[config.mk]
export PLATFORM = sky130hd
export DESIGN_NAME = jtag_tap_controller
export DESIGN_NICKNAME = d
export VERILOG_FILES = /design/src/rtl/jtag_pkg.sv /design/src/rtl/jtag_tap_fsm.sv /design/src/rtl/jtag_tap_controller.sv
export SDC_FILE = /design/constraint.sdc
export NUM_CORES = 1
export LEC_CHECK = 0
export BUFFER_PORTS_ARGS = -buffer_cell sky130_fd_sc_hd__buf_4
export CAP_MARGIN = 15
export CORE_ASPECT_RATIO = 1.1
export CORE_MARGIN = 5
export CORE_UTILIZATION = 45
export CTS_CLUSTER_DIAMETER = 50
export CTS_CLUSTER_SIZE = 8
export DETAILED_ROUTE_END_ITERATION = 10
export PLACE_DENSITY = 0.71
export SYNTH_ARGS = -nofsm -noshare
export SYNTH_HDL_FRONTEND = slang
export SYNTH_SLANG_ARGS = --single-unit
[constraint.sdc]
create_clock -name TCLK -period 2.2 [get_ports TCLK]
set_clock_uncertainty 0.05 [all_clocks]
set_input_delay 0 -clock TCLK [delete_from_list [all_inputs] [get_ports TCLK]]
set_output_delay 0 -clock TCLK [all_outputs]
set_load 0.01 [all_outputs]
[src/rtl/jtag_pkg.sv]
// Shared definitions for the boundary-scan TAP: state encoding, opcodes and
// the default instruction register width.
package jtag_pkg;

    localparam int DEFAULT_IR_WIDTH = 3;

    // The encoding is visible on tap_state, so every value is pinned explicitly.
    typedef enum logic [3:0] {
        TLR    = 4'hF,
        RTI    = 4'hC,
        SEL_DR = 4'h7,
        CAP_DR = 4'h6,
        SH_DR  = 4'h2,
        EX1_DR = 4'h1,
        PAU_DR = 4'h3,
        EX2_DR = 4'h0,
        UPD_DR = 4'h5,
        SEL_IR = 4'h4,
        CAP_IR = 4'hE,
        SH_IR  = 4'hA,
        EX1_IR = 4'h9,
        PAU_IR = 4'hB,
        EX2_IR = 4'h8,
        UPD_IR = 4'hD
    } tap_state_e;

    localparam logic [2:0] BYPASS  = 3'b111;
    localparam logic [2:0] INTEST  = 3'b011;
    localparam logic [2:0] SAMPLE  = 3'b010;
    localparam logic [2:0] PRELOAD = 3'b001;
    localparam logic [2:0] EXTEST  = 3'b000;

endpackage

[src/rtl/jtag_tap_fsm.sv]
// 16-state TAP controller: state register and TMS-driven next-state logic.
module jtag_tap_fsm
    import jtag_pkg::*;
(
    input  logic       TCLK,
    input  logic       TRST,
    input  logic       TMS,
    output tap_state_e tap_state
);

    // NOTE: sequential state uses non-blocking assignments so every register
    // samples the pre-edge values, independent of statement order.
    always_ff @(posedge TCLK or posedge TRST) begin
        if (TRST) begin
            tap_state <= TLR;
        end else begin
            case (tap_state)
                TLR:     tap_state <= TMS ? TLR    : RTI;
                RTI:     tap_state <= TMS ? SEL_DR : RTI;
                SEL_DR:  tap_state <= TMS ? SEL_IR : CAP_DR;
                CAP_DR:  tap_state <= TMS ? EX1_DR : SH_DR;
                SH_DR:   tap_state <= TMS ? EX1_DR : SH_DR;
                EX1_DR:  tap_state <= TMS ? UPD_DR : PAU_DR;
                PAU_DR:  tap_state <= TMS ? EX2_DR : PAU_DR;
                EX2_DR:  tap_state <= TMS ? UPD_DR : SH_DR;
                UPD_DR:  tap_state <= TMS ? SEL_DR : RTI;
                SEL_IR:  tap_state <= TMS ? TLR    : CAP_IR;
                CAP_IR:  tap_state <= TMS ? EX1_IR : SH_IR;
                SH_IR:   tap_state <= TMS ? EX1_IR : SH_IR;
                EX1_IR:  tap_state <= TMS ? UPD_IR : PAU_IR;
                PAU_IR:  tap_state <= TMS ? EX2_IR : PAU_IR;
                EX2_IR:  tap_state <= TMS ? UPD_IR : SH_IR;
                UPD_IR:  tap_state <= TMS ? SEL_DR : RTI;
                default: tap_state <= TLR;
            endcase
        end
    end

endmodule

[src/rtl/jtag_tap_controller.sv]
// Device-side TAP responder: FSM, instruction register, bypass register,
// negedge TDO mux and the control strobes for the external BSR chain.
module jtag_tap_controller
    import jtag_pkg::*;
#(
    parameter int                  IR_WIDTH    = DEFAULT_IR_WIDTH,
    parameter logic [IR_WIDTH-1:0] IR_CAPTURE  = IR_WIDTH'(3'b001),
    parameter logic [IR_WIDTH-1:0] RESET_INSTR = IR_WIDTH'(BYPASS)
) (
    input  logic                TCLK,
    input  logic                TRST,
    input  logic                TMS,
    input  logic                TDI,
    input  logic                bsr_so,
    output logic                bsr_si,
    output logic                captureDR,
    output logic                shiftDR,
    output logic                updateDR,
    output logic                mode,
    output logic                intest,
    output logic [IR_WIDTH-1:0] instruction,
    output logic [3:0]          tap_state,
    output logic                TDO,
    output logic                TDO_en
);

    tap_state_e          state;
    logic [IR_WIDTH-1:0] ir_shift;
    logic                bypass_reg;
    logic                sel_bsr;

    jtag_tap_fsm u_fsm (
        .TCLK      (TCLK),
        .TRST      (TRST),
        .TMS       (TMS),
        .tap_state (state)
    );

    assign tap_state = state;
    assign bsr_si    = TDI;

    // IR shift stage: TDI enters at the MSB, the LSB leaves first.
    always_ff @(posedge TCLK or posedge TRST) begin
        if (TRST) begin
            ir_shift <= IR_CAPTURE;
        end else if (state == CAP_IR) begin
            ir_shift <= IR_CAPTURE;
        end else if (state == SH_IR) begin
            ir_shift <= {TDI, ir_shift[IR_WIDTH-1:1]};
        end
    end

    always_ff @(posedge TCLK or posedge TRST) begin
        if (TRST) begin
            bypass_reg <= 1'b0;
        end else if (state == CAP_DR) begin
            bypass_reg <= 1'b0;
        end else if (state == SH_DR) begin
            bypass_reg <= TDI;
        end
    end

    // Falling-edge side: the tester samples TDO on the next rising edge, and
    // the active instruction only changes mid-cycle in Update-IR or TLR.
    always_ff @(negedge TCLK or posedge TRST) begin
        if (TRST) begin
            instruction <= RESET_INSTR;
            TDO         <= 1'b0;
            TDO_en      <= 1'b0;
        end else begin
            TDO_en <= (state == SH_IR) || (state == SH_DR);
            if (state == SH_IR) begin
                TDO <= ir_shift[0];
            end else if (state == SH_DR) begin
                TDO <= sel_bsr ? bsr_so : bypass_reg;
            end

            if (state == TLR) begin
                instruction <= RESET_INSTR;
            end else if (state == UPD_IR) begin
                instruction <= ir_shift;
            end
        end
    end

    // Unlisted opcodes fall through to the defaults and behave as BYPASS.
    always_comb begin
        // NOTE: defaults first so no case path leaves an output unassigned,
        // which would otherwise infer a latch.
        sel_bsr = 1'b0;
        mode    = 1'b0;
        intest  = 1'b0;
        case (instruction)
            IR_WIDTH'(EXTEST): begin
                sel_bsr = 1'b1;
                mode    = 1'b1;
            end
            IR_WIDTH'(INTEST): begin
                sel_bsr = 1'b1;
                mode    = 1'b1;
                intest  = 1'b1;
            end
            IR_WIDTH'(SAMPLE), IR_WIDTH'(PRELOAD): begin
                sel_bsr = 1'b1;
            end
            default: ;
        endcase
    end

    assign captureDR = sel_bsr && (state == CAP_DR);
    assign shiftDR   = sel_bsr && (state == SH_DR);
    assign updateDR  = sel_bsr && (state == UPD_DR);

endmodule
==> impl_metrics.toml <==
[min_path]
hold_class = "in2async"

[routing]
post_drt_wl_per_cell_um = 12.9
first_pass_iters = 4
ant_nets = 0
drt-total-wl_um = 1520
vias = 616
drc = 0
first_iter_violations = 6
viasPerCell = 5.22

[clock_tree]
cts_buffers = 3
cts.clk_slew.worst_paths_ns = 0.08
clockBufferDepth = 2
cts-root-buf = "clkbuf_4"
cts_tree = "built"
clk_latency_ns = 0.32
cts.sinks = 13
cts.htree.levels = 1

[placement]
dp_slack_ns = -0.0121
port_buffers = 19
post-dp-hpwl_um = 1120
gp_congestion = 0.756
placed_area_um2 = 832

[critical_path]
path_class = "reg2out"
r2r_setup_slack_ns = 0
start_kind = "flip-flop"
cp-end-kind = "primary output"
worst_ep_required_time_ns = 2.15
cp_data_arrival_time_ns = 2.30
critPathMaxFanout = 4

[cells_and_area]
seq_area_um2 = 335
drive_above_1_share_pct = 47.1
top_regs = "u_fsm.tap_state: 4 flops, instruction: 3 flops, ir_shift: 3 flops"
fill_cells = 117
regMostFlops = "u_fsm.tap_state"
layout.nets = 108
fin_area_um2 = 943
antennaDiodeCount = 0
multi_input_area_um2 = 310
syn_to_final_growth_pct = 41.2
largest_reg_flops = 4

[timing]
fin_tns_setup_ns = -0.679
max-slew-margin-rel_pct = 68.0
fin_ws_ns = -0.146
slew_viol_final = 0
setup_viol = 6
tightest_slew_ns = 0.480
rsz0062_at_grt = "yes"
final-hold-violation-count = 0

[die]
num_rows = 14
die_area_mm2 = 0.00236
start_util_pct = 48.3
die_w_um = 46.7
fp.dieH_um = 50.4
core-area_mm2 = 0.00138
ios = 20

[run_status]
status = "finished, violations left"
violations = "setup timing"

[synth]
synthMuxAreaShare_pct = 3.18
yosysWarnings = 0
synthesis.area_um2 = 668
syn-mean-instance-area_um2 = 9.15
synth-edff-count = 0
synth_fa_ha_area_share_pct = 0
yosysMostFrequentCell = "nand2_1"
async_flop_share_pct = 100
syn_nets = 78
synth_xor_area_share_pct = 0
yosysSeqAreaShare_pct = 50.2
synth_common_cells = "nand2_1 (11), o21ai_0 (9), dfstp_2 (8)"
synthCells = 73
synth_compound_area_share_pct = 17.0
netlist.area_leader.share_pct = 31.5
synth_top_family_by_area = "simple AND/OR/NAND/NOR gates"
synth_flop_cell = "dfstp_2"
ys_seq_elements = 13
yosysTopAreaCell = "dfstp_2"
synth.top_cells.by_area = "dfstp_2 (31%), dfrtp_1 (11%), dfrtn_1 (7.5%)"
yosys.area_share.simple_pct = 20.6
synth_cell_type_count = 26

[pwr]
p_leak_nw = 0.449
p_total_mw = 1.42
powerDensity_mw_per_mm2 = 1510
max-vdd-ir-drop_v = 0.000653

[global_route]
grt_overflow = 0
grt_pass1_wl_um = 2520
antenna_found_initial = 0
grt_max_degree = 14
grt_pass1_vias = 588
grtUsageTotal_pct = 14.5

[run]
maxCapViolCount = 0
==> cells in the final DEF (no fill, tap or decap), types with 2 or more instances in the layout <==
cell and instances:
a21oi_1 3, buf_4 26, clkbuf_4 3, dfrtn_1 2
dfrtp_1 3, dfstp_2 8, dlygate4sd3_1 3, inv_1 6
nand2_1 10, nand2_2 2, nand2b_1 2, nor2_1 7
nor4b_2 2, o21ai_0 7, o21ai_1 2, o31ai_1 2
==> layout make-up <==
| cell class | count | area share (%) |
|---|---|---|
| clock buffers | 4 | 2.79 |
| clock inverters | 3 | 1.19 |
| inverters | 4 | 1.59 |
| multi-input cells | 49 | 32.9 |
| flip-flops and latches | 13 | 35.5 |
| well taps | 16 | 2.12 |
| repair buffers | 29 | 23.9 |
==> critical path, cell delays in order (launching register included) <==
cell and delay (ns):
dfstp_2 0.37, or2_4 0.24, a21oi_2 0.13, buf_4 0.13
==> metrics by stage <==
stage	hold slack, ns	utilization (%)	instances
2_1_floorplan	-0.179	-	73
3_3_place_gp	-0.00305	60.1	107
3_5_place_dp	-0.0000357	60.1	107
4_1_cts	0.262	67.8	118
5_1_grt	0.315	68.2	118
6_report	0.252	68.2	118
==> routing by layer <==
| layer | vias up | global-route usage [%] | share of wire [%] |
|---|---|---|---|
| met2 | 16 | 23.2 | 48 |
| li1 | 305 | - | - |
| met1 | 293 | 19.0 | 44 |
| met3 | 2 | 2.86 | 7.0 |
| met4 | 0 | 5.53 | 0.79 |
| met5 | - | 0 | 0 |
==> worst paths after layout <==
path / startpoint / endpoint / depth (start not counted)
max: instruction[0] / mode / 3
min: TRST / bypass_reg / 3
max reg2reg: u_fsm.tap_state[3] / TDO / 3
min reg2reg: TDO / TDO / 2
max in group asynchronous: TRST / instruction[2] / 3
min in group TCLK: TDO / TDO / 2
==> repair_timing <==
item | CTS | global route
resized for setup | 7 | 2
setup buffers | 2 | 0
hold endpoints to repair | 8 | 0
cloned | 0 | 0
pin swaps | 5 | 4
endpoints found under the setup margin | 6 | 11
hold buffers | 3 | 0
==> power by group <==
part           internal [mW]  switching [mW]  total, mW  leakage, nW
registers              0.406           0.127      0.533        0.150
logic                  0.367           0.362      0.729        0.268
clock network         0.0772          0.0850      0.162       0.0310
==> cell families (layout without fill, tap and decap cells) <==
kind of cell | count (synthesis) | count (layout)
compound gates | 19 | 19
buf+inv | 11 | 40
flops | 13 | 13
mux | 2 | 2
simple gates | 28 | 28
Note: power is estimated with default switching activity, not from simulation.
